**src/rtl/jdec_pkg.sv**
```systemverilog
// Shared JPEG decoder definitions: marker codes, byte-mask type and small helpers.
package jdec_pkg;

  localparam logic [7:0] M_STUFF = 8'h00;
  localparam logic [7:0] M_FILL  = 8'hFF;
  localparam logic [7:0] M_RST0  = 8'hD0;
  localparam logic [7:0] M_RST1  = 8'hD1;
  localparam logic [7:0] M_RST2  = 8'hD2;
  localparam logic [7:0] M_RST3  = 8'hD3;
  localparam logic [7:0] M_RST4  = 8'hD4;
  localparam logic [7:0] M_RST5  = 8'hD5;
  localparam logic [7:0] M_RST6  = 8'hD6;
  localparam logic [7:0] M_RST7  = 8'hD7;
  localparam logic [7:0] M_EOI   = 8'hD9;

  // Bit 3 marks the first stream byte (word[31:24]), bit 0 the last.
  typedef logic [3:0] byte_mask_t;

  function automatic logic is_rst(input logic [7:0] code);
    return (code >= M_RST0) && (code <= M_RST7);
  endfunction

  function automatic byte_mask_t mask_from_count(input logic [2:0] n);
    case (n)
      3'd1:    return 4'b1000;
      3'd2:    return 4'b1100;
      3'd3:    return 4'b1110;
      default: return 4'b1111;
    endcase
  endfunction

endpackage

```
**src/rtl/byte_unstuff.sv**
```systemverilog
// Combinational 0xFF00 unstuffer for one 32-bit word: packs surviving bytes
// left-justified and stops at the first marker byte.
module byte_unstuff
  import jdec_pkg::*;
(
  input  logic [31:0] word,
  input  byte_mask_t  mask,
  input  logic        prev_ff,
  output logic [31:0] packed_bytes,
  output logic [2:0]  byte_count,
  output byte_mask_t  mask_next,
  output logic        prev_ff_next,
  output logic        marker_hit,
  output logic [7:0]  marker_code
);

  logic [7:0] lane [4];

  for (genvar gi = 0; gi < 4; gi++) begin : g_lane
    assign lane[gi] = word[31-8*gi -: 8];
  end

  logic       ff_c;
  logic       stop_c;
  logic       emit_c;
  logic [7:0] val_c;

  always_comb begin
    packed_bytes = '0;
    byte_count   = '0;
    mask_next    = mask;
    prev_ff_next = prev_ff;
    marker_hit   = 1'b0;
    marker_code  = '0;
    ff_c         = prev_ff;
    stop_c       = 1'b0;
    emit_c       = 1'b0;
    val_c        = '0;
    for (int i = 0; i < 4; i++) begin
      emit_c = 1'b0;
      val_c  = lane[i];
      if (mask[3-i] && !stop_c) begin
        mask_next[3-i] = 1'b0;
        if (!ff_c) begin
          if (lane[i] == M_FILL) ff_c = 1'b1;
          else emit_c = 1'b1;
        end else if (lane[i] == M_STUFF) begin
          emit_c = 1'b1;
          val_c  = M_FILL;
          ff_c   = 1'b0;
        end else if (lane[i] != M_FILL) begin
          // Marker: later bytes keep their mask bits until the marker is acked.
          stop_c      = 1'b1;
          marker_hit  = 1'b1;
          marker_code = lane[i];
          ff_c        = 1'b0;
        end
      end
      if (emit_c) begin
        case (byte_count)
          3'd0:    packed_bytes[31:24] = val_c;
          3'd1:    packed_bytes[23:16] = val_c;
          3'd2:    packed_bytes[15:8]  = val_c;
          default: packed_bytes[7:0]   = val_c;
        endcase
        byte_count = byte_count + 3'd1;
      end
    end
    prev_ff_next = ff_c;
  end

endmodule

```
**src/rtl/byte_unpack.sv**
```systemverilog
// JPEG entropy-stream byte unpacker: word register, unstuffing, MSB-first bit
// buffer with variable consume, and marker / end-of-scan control.
module byte_unpack
  import jdec_pkg::*;
#(
  parameter int BUF_W = 64
) (
  input  logic        clk,
  input  logic        resetn,
  input  logic [31:0] in_data,
  input  logic [2:0]  in_bytes,
  input  logic        in_tlast,
  input  logic        in_valid,
  output logic        in_hold,
  output logic [31:0] out_window,
  output logic [6:0]  out_bits,
  output logic        out_last,
  input  logic        consume_valid,
  input  logic [5:0]  consume_len,
  output logic        out_marker_valid,
  output logic [7:0]  out_marker,
  input  logic        marker_ack
);

  localparam int FILL_W = $clog2(BUF_W + 1);
  localparam logic [FILL_W-1:0] SPACE_LIMIT = FILL_W'(BUF_W - 32);

  logic [31:0]       word_reg;
  byte_mask_t        mask_reg;
  logic              tlast_reg;
  logic              prev_ff_reg;
  logic [BUF_W-1:0]  buf_reg, buf_next;
  logic [FILL_W-1:0] fill_reg, fill_next;
  logic              mpend_reg;
  logic [7:0]        marker_reg;
  logic              last_reg, last_next;
  logic              prev_ff_next;

  logic [31:0]       us_bytes;
  logic [2:0]        us_count;
  byte_mask_t        us_mask;
  logic              us_prev_ff;
  logic              us_hit;
  logic [7:0]        us_code;

  logic              load;
  logic              proceed;
  logic              acked;
  logic              word_done;
  logic [FILL_W-1:0] consume_amt;
  logic [FILL_W-1:0] fill_after;

  byte_unstuff u_unstuff (
    .word         (word_reg),
    .mask         (mask_reg),
    .prev_ff      (prev_ff_reg),
    .packed_bytes (us_bytes),
    .byte_count   (us_count),
    .mask_next    (us_mask),
    .prev_ff_next (us_prev_ff),
    .marker_hit   (us_hit),
    .marker_code  (us_code)
  );

  assign consume_amt = consume_valid ? FILL_W'(consume_len) : '0;
  assign fill_after  = fill_reg - consume_amt;
  assign acked       = mpend_reg && marker_ack;
  assign in_hold     = (mask_reg != '0) || mpend_reg;
  assign load        = in_valid && !in_hold;
  // A word is only unstuffed when a full 32 bits of space remain, so the
  // append never has to be split across cycles.
  assign proceed     = (mask_reg != '0) && !mpend_reg && (fill_after <= SPACE_LIMIT);
  assign word_done   = proceed && tlast_reg && (us_mask == '0);

  always_comb begin
    buf_next  = buf_reg << consume_amt;
    fill_next = fill_after;
    if (acked) begin
      buf_next  = '0;
      fill_next = '0;
    end else if (proceed) begin
      buf_next  = buf_next | ({us_bytes, {(BUF_W-32){1'b0}}} >> fill_after);
      fill_next = fill_after + FILL_W'({us_count, 3'b000});
    end
  end

  always_comb begin
    prev_ff_next = prev_ff_reg;
    if (proceed) prev_ff_next = word_done ? 1'b0 : us_prev_ff;
  end

  always_comb begin
    last_next = last_reg;
    if (word_done) last_next = 1'b1;
    else if (last_reg && (fill_reg == '0) && (!mpend_reg || marker_ack)) last_next = 1'b0;
  end

  always_ff @(posedge clk or negedge resetn) begin
    if (!resetn) begin
      word_reg    <= '0;
      mask_reg    <= '0;
      tlast_reg   <= 1'b0;
      prev_ff_reg <= 1'b0;
      buf_reg     <= '0;
      fill_reg    <= '0;
      mpend_reg   <= 1'b0;
      marker_reg  <= '0;
      last_reg    <= 1'b0;
    end else begin
      if (load) begin
        word_reg  <= in_data;
        mask_reg  <= mask_from_count(in_bytes);
        tlast_reg <= in_tlast;
      end else if (proceed) begin
        mask_reg  <= us_mask;
      end
      prev_ff_reg <= prev_ff_next;
      if (proceed && us_hit) begin
        mpend_reg  <= 1'b1;
        marker_reg <= us_code;
      end else if (acked) begin
        mpend_reg  <= 1'b0;
      end
      buf_reg  <= buf_next;
      fill_reg <= fill_next;
      last_reg <= last_next;
    end
  end

  assign out_window       = buf_reg[BUF_W-1 -: 32];
  assign out_bits         = 7'(fill_reg);
  assign out_last         = last_reg;
  assign out_marker_valid = mpend_reg;
  assign out_marker       = marker_reg;

  a_consume_len: assert property (@(posedge clk) disable iff (!resetn)
    consume_valid |-> (consume_len <= 6'd32) && ({1'b0, consume_len} <= out_bits));
  a_in_bytes: assert property (@(posedge clk) disable iff (!resetn)
    in_valid |-> (in_bytes >= 3'd1) && (in_bytes <= 3'd4) && (in_tlast || (in_bytes == 3'd4)));

endmodule

```
**config.mk**
```make
export PLATFORM = sky130hd
export DESIGN_NAME = byte_unpack
export DESIGN_NICKNAME = d
export VERILOG_FILES = /design/src/rtl/jdec_pkg.sv /design/src/rtl/byte_unstuff.sv /design/src/rtl/byte_unpack.sv
export SDC_FILE = /design/constraint.sdc
export NUM_CORES = 1
export LEC_CHECK = 0
export CAP_MARGIN = 10
export CORE_AREA = 4 4 155 269
export CTS_CLUSTER_DIAMETER = 150
export DETAILED_ROUTE_END_ITERATION = 8
export DIE_AREA = 0 0 159 273
export PLACE_DENSITY = 0.51
export SLEW_MARGIN = 20
export SYNTH_ARGS = -nofsm -noshare
export SYNTH_HDL_FRONTEND = slang
export SYNTH_SLANG_ARGS = --single-unit
```
**constraint.sdc**
```tcl
create_clock -name clk -period 8.93 [get_ports clk]
set_input_delay 1.786 -clock clk [delete_from_list [all_inputs] [get_ports clk]]
set_output_delay 1.786 -clock clk [all_outputs]
set_load 0.05 [all_outputs]
```
**Word level (Yosys, flattened, before mapping)**

Cells that the tools add are included.

- Logic and storage cells: 186
- Input bits: 47
- Output and inout bits: 50
- Register bits after elaboration: 119

- Bitwise operators: 1
- Magnitude comparators: 1
- Shifts and indexed selects: 2
- Multiplexer cells: 116
- Eq/ne operators: 17
- Add/subtract/negate cells: 5
- Reduce and logical (&&, ||, !) cells: 35

Operator list:

| cell | number |
|---|---|
| 8-bit 2-to-1 mux | 41 |
| 64-bit 2-to-1 mux | 2 |
| 32-bit 2-to-1 mux | 3 |
| 64-bit bitwise OR | 1 |
| 64-bit by 6-bit << shifter with 64-bit output | 1 |
| 64-bit by 7-bit right shift with 64-bit output | 1 |
| 1-bit 2-to-1 mux | 61 |
| 8-bit equality test (second input constant) | 4 |
| 8-bit logical NOT | 4 |
| 8-bit != test (second input constant) | 4 |
| 7-bit 2-to-1 mux | 2 |
| 3-bit by 2-bit equality test with 1-bit output (second input constant) | 4 |
| 1-bit logical AND | 12 |
| 3-bit by 1-bit equality test with 1-bit output (second input constant) | 3 |
| 3-bit logical NOT | 3 |
| 3-bit 2-to-1 mux | 3 |
| 3-bit case mux with 3 select lines | 1 |
| 3-bit OR reduction | 3 |
| 4-bit 2-to-1 mux | 2 |
| 7-bit by 6-bit adder with 7-bit output | 1 |
| 7-bit by 6-bit <= comparator with 1-bit output (second input constant) | 1 |
| 7-bit logical NOT | 1 |
| 7-bit by 6-bit subtractor with 7-bit output | 1 |
| 3-bit by 1-bit adder with 3-bit output (second input constant) | 2 |
| other kinds (9) | 16 |

**Logic depth before layout (Yosys ltp)**

Gate-level depths: netlist (run 1).

- Depth in word-level cells: 22
- Mapped depth: 20
- Gate-level depth less buffers: 18

**Cells and area by module**

Synthesis (run 1) repeated with hierarchy kept, for this count alone.

- Cells, all modules: 1679
- Area, all modules: 13858.3 um^2

Modules (own cells, without submodules):

| module | cells each | times used | area each (um^2) | sequential area each (um^2) |
|---|---|---|---|---|
| byte_unpack | 1431 | 1 | 12181.7 | 2977.9 |
| byte_unstuff | 248 | 1 | 1676.6 | 0.0 |

**Least setup slack after synthesis (run 1)**

OpenSTA, ideal clock, no wires.

- Path kind: input -> register
- Start: input consume_valid
- End: register buf_reg[38]
- Buffers on the path: 7
- Stages: 18
- Data required time: 8792 ps
- Path slack: 2645 ps
- Library setup time: 138 ps
- Arrival: 6148 ps
- Path through: clkbuf_1 > nand2_1 > inv_2 > buf_1 > ha_1 > inv_1 > fa_1 > clkbuf_1 > clkbuf_1 > inv_1 > buf_1 > buf_1 > clkbuf_1 > mux4_2 > a32oi_1 > o211ai_1 > mux2i_1 > o22ai_1

- Word-level cells in the longest chain between the ends: 6
- Elaborated cells on any way between the ends: 9
- Those cells by class: add/sub (1); order compare (1); shift (2); mux (3); bitwise (1); reduce/logical (1)

Ends and longest elaborated chain:

| item | RTL line | RTL |
|---|---|---|
| from (decl) | byte_unpack.sv:18 | `input logic consume_valid,` |
| 6-bit 2-to-1 mux (*) | byte_unpack.sv:65 | `assign consume_amt = consume_valid ? FILL_W'(consume_len) : '0;` |
| 7-bit by 6-bit subtractor with 7-bit output | byte_unpack.sv:66 | `assign fill_after = fill_reg - consume_amt;` |
| 64-bit by 7-bit right shift with 64-bit output / 7-bit by 6-bit <= comparator with 1-bit output (equally long branches) | byte_unpack.sv:82, byte_unpack.sv:72 |  |
| 64-bit bitwise OR / 1-bit logical AND (equally long branches) | byte_unpack.sv:82, byte_unpack.sv:72 |  |
| 64-bit 2-to-1 mux (*) | byte_unpack.sv:81 | `end else if (proceed) begin` |
| 64-bit 2-to-1 mux (*) | byte_unpack.sv:78 | `if (acked) begin` |
| via buf_next[38] | byte_unpack.sv:32 | `logic [BUF_W-1:0] buf_reg, buf_next;` |
| to (signal assigned) | byte_unpack.sv:124 | `buf_reg <= buf_next;` |
| to (decl) | byte_unpack.sv:32 |  |

The timed path passes the listed nets; every way through them passes the cells marked *.
A chain may end at the register's enable or synchronous reset.

**Worst setup path in the final report (run 1)**

- Start: input consume_valid
- End: register buf_reg[2]

Same word-level chain as after synthesis.

==> results of run 1 <==
[how the worst max path moves through the flow]
| stage | from | slack (ps) | endpoint | cells after the start |
|---|---|---|---|---|
| 2_1_floorplan | consume_valid | 2640 | buf_reg[38] | 18 |
| 3_3_place_gp | consume_valid | 1190 | buf_reg[2] | 15 |
| 3_5_place_dp | consume_valid | 1170 | buf_reg[2] | 15 |
| 4_1_cts | consume_valid | 1620 | buf_reg[2] | 15 |
| 5_1_grt | consume_valid | 1360 | buf_reg[2] | 15 |
| 6_report | consume_valid | 1500 | buf_reg[2] | 15 |
[metal layers]
metal	GRT usage [%]	up-vias	share of wire, %
li1	-	6304	-
met1	27.9	7107	30
met2	62.1	781	52
met3	6.02	350	5.1
met4	33.2	4	13
met5	0	-	0.046
[kinds of logic after synthesis]
kind of cell | Yosys count | synth area share (%)
mux | 303 | 24.9
buf+inv | 188 | 6.45
compound gates | 513 | 26.2
flops | 119 | 22.3
simple gates | 512 | 17.5
fa+ha+maj | 19 | 1.95
xor+xnor | 10 | 0.657
[worst max-delay path, cell delays in order]
cell             delay, ps
clkdlybuf4s50_1        730
and2_1                 710
inv_2                  110
ha_1                   410
a21o_1                 210
a21oi_1                210
o21bai_1                90
a21oi_1                200
xnor2_1                150
nor3b_1                880
and2_1                 620
nand2_1                480
nor2_1                 420
nand3_1                160
a311oi_1               530
[per-stage QoR]
step	area (sq um)	cells	utilization [%]	hold WS, ps
2_1_floorplan	13300	1664	-	480
3_3_place_gp	14500	2133	37.0	496
3_5_place_dp	14500	2133	37.0	496
4_1_cts	15200	2165	38.7	510
5_1_grt	15200	2167	38.8	539
6_report	15200	2168	38.8	512
[final cells by class]
type	count	area (sq um)	area share, %
Clock buffer	18	429	2.81
Timing Repair Buffer	141	1310	8.58
Inverter	27	101	0.665
Multi-Input combinational cell	1357	9540	62.6
Clock inverter	14	269	1.76
Sequential cell	119	2980	19.5
Antenna cell	2	5.00	0.0328
Tap cell	490	613	4.02
[Yosys cell counts (18+ instances only)]
library cell  instances
a31oi_1              21
clkbuf_1             93
o21ai_0              68
o22ai_1              37
a21oi_1             129
a22oi_1              18
mux2_2               56
buf_4                32
nand2_1             153
nor2_1              158
a221oi_1             22
nor3_1               70
a211oi_1             60
mux2i_1             228
inv_1                23
nand3_1              31
buf_1                24
dfrtp_1             119
==> impl_results.md, run 1 <==
- Layout cells sized above 1: 11.2%
- FF-to-FF Start: word_reg[28]
- CP max FO: 15
- Commonest non-fill, non-tap cell in the layout: mux2i_1
- Clock tree sinks: 119
- Most used DFF post-synth: dfrtp_1
- Most frequent cells in the layout: mux2i_1 (228), nor2_1 (158), nand2_1 (150)
- Total setup buffers inserted after CTS: 0
- Core area: 39300 sq um
- Final Max Tran Viols: 0
- Number of remaining DRC errors: 0
- Slew HR: 19.5%
- Detailed-route vias per instance: 6.71
- I/O Buffers: 96
- Post_cts resized: 0
- Outcome: finished, final reports clean
- CP Capture Type: flip-flop
- Initial core utilization: approximately a third
- First-pass GRT wire length: around 100 mm
- Reg2reg end: buf_reg[52]
- Area leader, netlist: dfrtp_1
- Die Span X: 159 um
- CTS Hold Bufs: 0
- Largest cells by area after synthesis: dfrtp_1 (22%), mux2i_1 (17%), a21oi_1 (4.8%)
- Final Hold Fails: 0
- Largest net degree at the start of global routing: 75
- Cell count after synthesis: approximately 1700
- Hold crit path type: reg -> reg
- Worst Reg2Reg Path Length in Cells: 16
- Number of synthesized flops with an enable pin: 0
- Final wirelength: ~74 mm
- Worst setup SP type: primary input
- CTS H-Tree Depth: 4
- Unique masters post-synth: 85
- Nets: 1729
- CTS tree: yes
- Yosys warnings: 0
- Min Tclk post-route: 7430 ps
- Min-Delay Endpoint: tlast_reg
- Area Growth Syn to Fin: 14.4%
- Vias: 14500
- Crit path required time: between 9000 and 10000 ps
- R2R Setup Slk: between 1500 and 2000 ps
- Worst Tran Pin Value: 1200 ps
- DIE HEIGHT: around 270 um
- Hold path cells: 1
- Clk_lat worst skew: 460 ps
- GRT Total Usage: between 30% and 40%
- Wirelength per Cell: 34.1 um
- Synth Register Bits: 119
- Max_cap viols: 0
- Setup TNS: 0 ps
- Fill count: between 4000 and 5000
- Die area: 43400 sq um
- Setup Viol. Count Final: 0
- DP Wirelength: 58.0 mm
- Register area share after synthesis: about 22%
- GRT overflow: 0
- GPL Wtd Cong: about 1.1
- CTS root buffer: clkbuf_16
- Final Skew: 17.6 ps
- Initial antenna violation count: 4
- Ys async rst share: 100%
- # IOs: 97
- Final Cycle Share: 83.2%
- Post-synth top area share: 22.3%
- Post-synthesis net count: 1730
- Clock transition at path regs: 60 ps
- Largest register FFs: 64
- Syn_area_per_cell: 8.01 sq um
- Critical path type: in -> reg
- Setup WS pre-CTS: around 1200 ps
- Row cnt: between 90 and 100
- Worst Path Arrival: 7710 ps
- CTS buffer count: 17
- Cell Area, Synth: 13300 sq um
- Vias in the first global route: 14800
- RSZ-0062 raised after global routing: no
- Pre-antenna DRT Iters: 6
- Post-route setup slack: around 1500 ps
- Detail Route Antenna Nets: 0
- Fmax: roughly 130 MHz
- HP Start: tlast_reg
- CTS max path bufs: 2
- Initial DRC count: 1301
Power of run 1 is not shown: default switching activity piles up to over one toggle a cycle in this logic, so the estimate is an artifact.
==> run 2, diff against run 1 <==
PLACE_DENSITY = 0.53   (was 0.51)
clock period = 6.1 ns   (was 8.93 ns; I/O delays follow)
==> impl_results.md, run 2 (same netlist as run 1, synthesis figures left out) <==
- Worst Reg2Reg Path Length in Cells: 16 (unchanged)
- GPL Wtd Cong: 1.00 (-4.6%)
- Crit path required time: 6400 ps (-2810 ps)
- Final Skew: 10.8 ps (-6.82 ps)
- Max_cap viols: 0 (unchanged)
- CP Buf/Inv Count: 0 (-2)
- Hold path cells: 2 (+1)
- Worst path slowest cell: or3_1
- Clock transition at path regs: 60 ps (about the same)
- N_diodes: 0 (-2)
- WP depth: 16 (+1)
- Final wirelength: 71.2 mm (-3.5%)
- I/O Buffers: 96 (unchanged)
- Cell family with most CP delay: simple AND/OR/NAND/NOR gates
- Register area: 2980 sq um (unchanged)
- Fin util: 39.4% (+0.61 points)
- CP Capture Type: flip-flop
- CP max stage delay: 570 ps (-310 ps)
- Worst Tran Pin Value: 1170 ps (-24.1 ps)
- Initial antenna violation count: 0 (-4)
- CP max FO: 16 (+1)
- Vias: 14400 (-0.92%)
- HP Start: out_last
- DP Wirelength: 57.1 mm (-1.6%)
- Final Cycle Share: between 90% and 100%
- CTS root buffer: clkbuf_16
- Slew HR: 21.9% (+2.4 points)
- Most frequent cells in the layout: mux2i_1 (227), nor2_1 (158), nand2_1 (150)
- CTS tree: yes
- Layout cells sized above 1: 13.8% (+2.6 points)
- Setup Viol. Count Final: 0 (unchanged)
- Clk_lat worst skew: 450 ps (about the same)
- Row cnt: 96 (unchanged)
- Die area: 43400 sq um (unchanged)
- Worst Path Arrival: 6260 ps (-1450 ps)
- Post_cts resized: 0 (unchanged)
- First-pass GRT wire length: 102 mm (-2.3%)
- Detail Route Antenna Nets: 0 (unchanged)
- Fill count: 4134 (+1.1%)
- DIE HEIGHT: 273 um (unchanged)
- Nets: 1777 (+2.8%)
- Outcome: finished, final reports clean
- Hold crit path type: reg -> reg
- CTS H-Tree Depth: 4 (unchanged)
- Critical path type: reg -> reg
- CTS Hold Bufs: 0 (unchanged)
- Cell Chain, Critical Path: nor4_2 > and2_1 > and2_0 > nor2_1 > nor2_1 > ha_1 > and2_1 > nand2_1 > a21o_1 > nand3_4 > mux2i_1 > mux4_2 > mux2i_2 > o22ai_1 > or3_1 > o311a_1
- Worst setup SP type: flip-flop
- Detailed-route vias per instance: 6.51 (-3.0%)
- Total setup buffers inserted after CTS: 0 (unchanged)
- Reg2reg end: buf_reg[5]
- CTS max path bufs: 2 (unchanged)
- Core area: 39300 sq um (unchanged)
- Die Span X: 159 um (unchanged)
- GRT overflow: 0 (unchanged)
- Fmax: roughly 170 MHz
- RSZ-0062 raised after global routing: no
- Area Growth Syn to Fin: 16.2%
- # IOs: 97 (unchanged)
- Wirelength per Cell: 32.2 um (-5.5%)
- Area of the multi-input gates: 9570 sq um (+0.28%)
- Final Hold Fails: 0 (unchanged)
- Commonest non-fill, non-tap cell in the layout: mux2i_1
- Min-Delay Endpoint: out_last
- FF-to-FF Start: word_reg[20]
- Setup TNS: 0 ps (unchanged)
- Initial core utilization: 33.9% (unchanged)
- Pre-antenna DRT Iters: 7 (+1)
- Final Max Tran Viols: 0 (unchanged)
- Number of remaining DRC errors: 0 (unchanged)
- R2R Setup Slk: 140 ps (-1660 ps)
- Clock tree sinks: 119 (unchanged)
- Vias in the first global route: 15000 (+1.3%)
- CTS buffer count: 17 (unchanged)
- Min Tclk post-route: between 5000 and 6000 ps
- Initial DRC count: 1026 (-21%)
- Largest net degree at the start of global routing: 66 (-12%)
- Largest register FFs: 64 (unchanged)
- GRT Total Usage: 31.9% (-1.0 points)
run 2: changes by cell type in the layout (fill, tap and decap cells not counted), moves of 3 or more:
cell	before	now
buf_4	45	91
clkinv_2	0	3
bufinv_16	7	0
inv_6	3	0
clkinvlp_4	2	5
run 2: per-stage QoR:
stage	std cells	area, sq um	setup slack [ps]	hold WS, ps
floorplan	1664	13300	381	480
detailed placement	2182	14900	126	509
global route	2214	15500	11.6	559
finish	2214	15500	143	512
CTS	2214	15500	159	522
global placement	2182	14900	95.6	510
run 2: cell type report:
type / instances / share of cell area [%]
Tap cell: 490 / 3.96
Sequential cell: 119 / 19.2
Inverter: 27 / 0.654
Multi-Input combinational cell: 1357 / 61.8
Timing Repair Buffer: 189 / 10.9
Clock inverter: 11 / 0.509
Clock buffer: 21 / 2.91
run 2: worst max path at each step:
stage	from	to	slack, ps
6_report	word_reg[20]	buf_reg[5]	140
4_1_cts	word_reg[20]	buf_reg[5]	160
2_1_floorplan	consume_valid	buf_reg[38]	380
3_5_place_dp	consume_valid	buf_reg[5]	130
5_1_grt	word_reg[28]	buf_reg[5]	10
3_3_place_gp	consume_valid	buf_reg[5]	100
run 2: layer usage:
| layer | wire (um) | GRT usage, % |
|---|---|---|
| met1 | 21600 | 27.5 |
| met2 | 37100 | 59.3 |
| met3 | 3120 | 4.78 |
| met4 | 9410 | 34.4 |
| met5 | 0 | 0 |
run 2: worst reg2reg max path: stages, from the launching register on:
cell	delay, ps
dfrtp_1	440
nor4_2	390
and2_1	320
and2_0	360
nor2_1	100
nor2_1	240
ha_1	320
and2_1	240
nand2_1	110
a21o_1	480
nand3_4	320
mux2i_1	360
mux4_2	540
mux2i_2	390
o22ai_1	160
or3_1	570
o311a_1	490
Power of run 2 is left out for the same reason.
==> run 3, diff against run 2 <==
CTS_CLUSTER_SIZE = 16   (was unset)
==> results of run 3 <==
Final layout, timing and power as in run 2 (identical DEF).
Power of run 3 is left out for the same reason.
==> RTL change (settings of run 2) <==
The parameter `BUF_W` goes from 64 to 256.
--- a/src/rtl/byte_unpack.sv
+++ b/src/rtl/byte_unpack.sv
@@ -3,7 +3,7 @@
 module byte_unpack
   import jdec_pkg::*;
 #(
-  parameter int BUF_W = 64
+  parameter int BUF_W = 256
 ) (
   input  logic        clk,
   input  logic        resetn,
Formal check against the unedited RTL: not equivalent (Yosys sat finds a counterexample within 4 cycles, from zero or initial values and one cycle with resetn low).
==> RTL change against run 2 <==
Area after synthesis rose to 2.5 times the old value; the run now fails in global routing (5_1_grt).
==> RTL change: results (changes against run 2) <==
[status]
run_status = aborted with a tool error  ; was finished, final reports clean
lastStage = global routing (5_1_grt)
error_message = [ERROR GRT-0116] Global routing finished with congestion. Check the congestion regions in the DRC Viewer.

[grt]
gr-total-overflow = 1786
grtUsageTotal_pct = 89.3
via_count_of_the_first_global_routing_pass = 44500
grt_start_max_net_pins = 230
grt_pass1_wl_um = 304000

[placement]
number_of_buffer_cells_added_on_primary_ports = 96  ; unchanged
gp_routability_congestion = 1.41  ; was 1.00
dpl.hpwl_um = 122000  ; was 57,100 um
pre_cts_slack_ns = -0.162  ; was 0.126 ns

[logic_synthesis]
nets_in_the_synthesized_netlist = 3904  ; was 1,730
synthFlopType = sky130_fd_sc_hd__dfrtp_1  ; unchanged
synth.ff_latch_count = 313  ; was 119
synth_warnings = 0  ; unchanged
synth.top_cells.by_area = sky130_fd_sc_hd__mux2i_1 38%, sky130_fd_sc_hd__dfrtp_1 23%, sky130_fd_sc_hd__nand2_1 5.3%  ; was sky130_fd_sc_hd__dfrtp_1 22%, sky130_fd_sc_hd__mux2i_1 17%, sky130_fd_sc_hd__a21oi_1 4.8%
post_synth_num_cell_types = 107  ; was 85
synth_seq_area_share_pct = 23.4  ; was 22.3%
synth-async-reset-ratio_pct = 100  ; unchanged
post_synth_most_frequent_cells = 1,263 x sky130_fd_sc_hd__mux2i_1, 474 x sky130_fd_sc_hd__nand2_1, 313 x sky130_fd_sc_hd__dfrtp_1  ; was 228 x sky130_fd_sc_hd__mux2i_1, 158 x sky130_fd_sc_hd__nor2_1, 153 x sky130_fd_sc_hd__nand2_1

[cts]
cts_buffers = 30  ; was 17
cts-root-buf = sky130_fd_sc_hd__clkbuf_16  ; unchanged
clockBufferDepth = 3  ; was 2
clock_tree.htree_level_count = 1  ; was 4

RTL change: cell count changes after synthesis, sizes merged, moves of 95 or more:
| cell | before | now |
|---|---|---|
| buf | 68 | 176 |
| clkbuf | 93 | 198 |
| dfrtp | 119 | 313 |
| mux2i | 229 | 1263 |
| nand2 | 153 | 475 |
| o21ai | 76 | 171 |
RTL change: metrics by stage:
stage	hold WS [ns]	instances	area [um2]
2_1_floorplan	0.478	3838	33500
3_3_place_gp	0.532	4295	35600
3_5_place_dp	0.544	4295	35600
4_1_cts	0.560	4350	36600
RTL change: repair_timing:
item / 4_1_cts
endpoints found under the hold margin: 0
setup buffers: 0
endpoints found under the setup margin: 2
gates resized for setup: 1
cloned: 0
RTL change: cells by family after synthesis:
| group | synth area share (%) |
|---|---|
| AOI/OAI and AO/OA | 17.1 |
| xor gates and xnor gates | 0.313 |
| adders and majority gates | 0.776 |
| buffers and inverters | 5.08 |
| DFF | 23.4 |
| muxes | 41.1 |
| and+or+nand+nor | 12.3 |
RTL change: per-layer routing:
metal / global-route usage (%) / overflow
met2: 108 / 1119
met1: 83.4 / 39
met5: 44.8 / 11
met3: 73.8 / 49
met4: 97.7 / 568
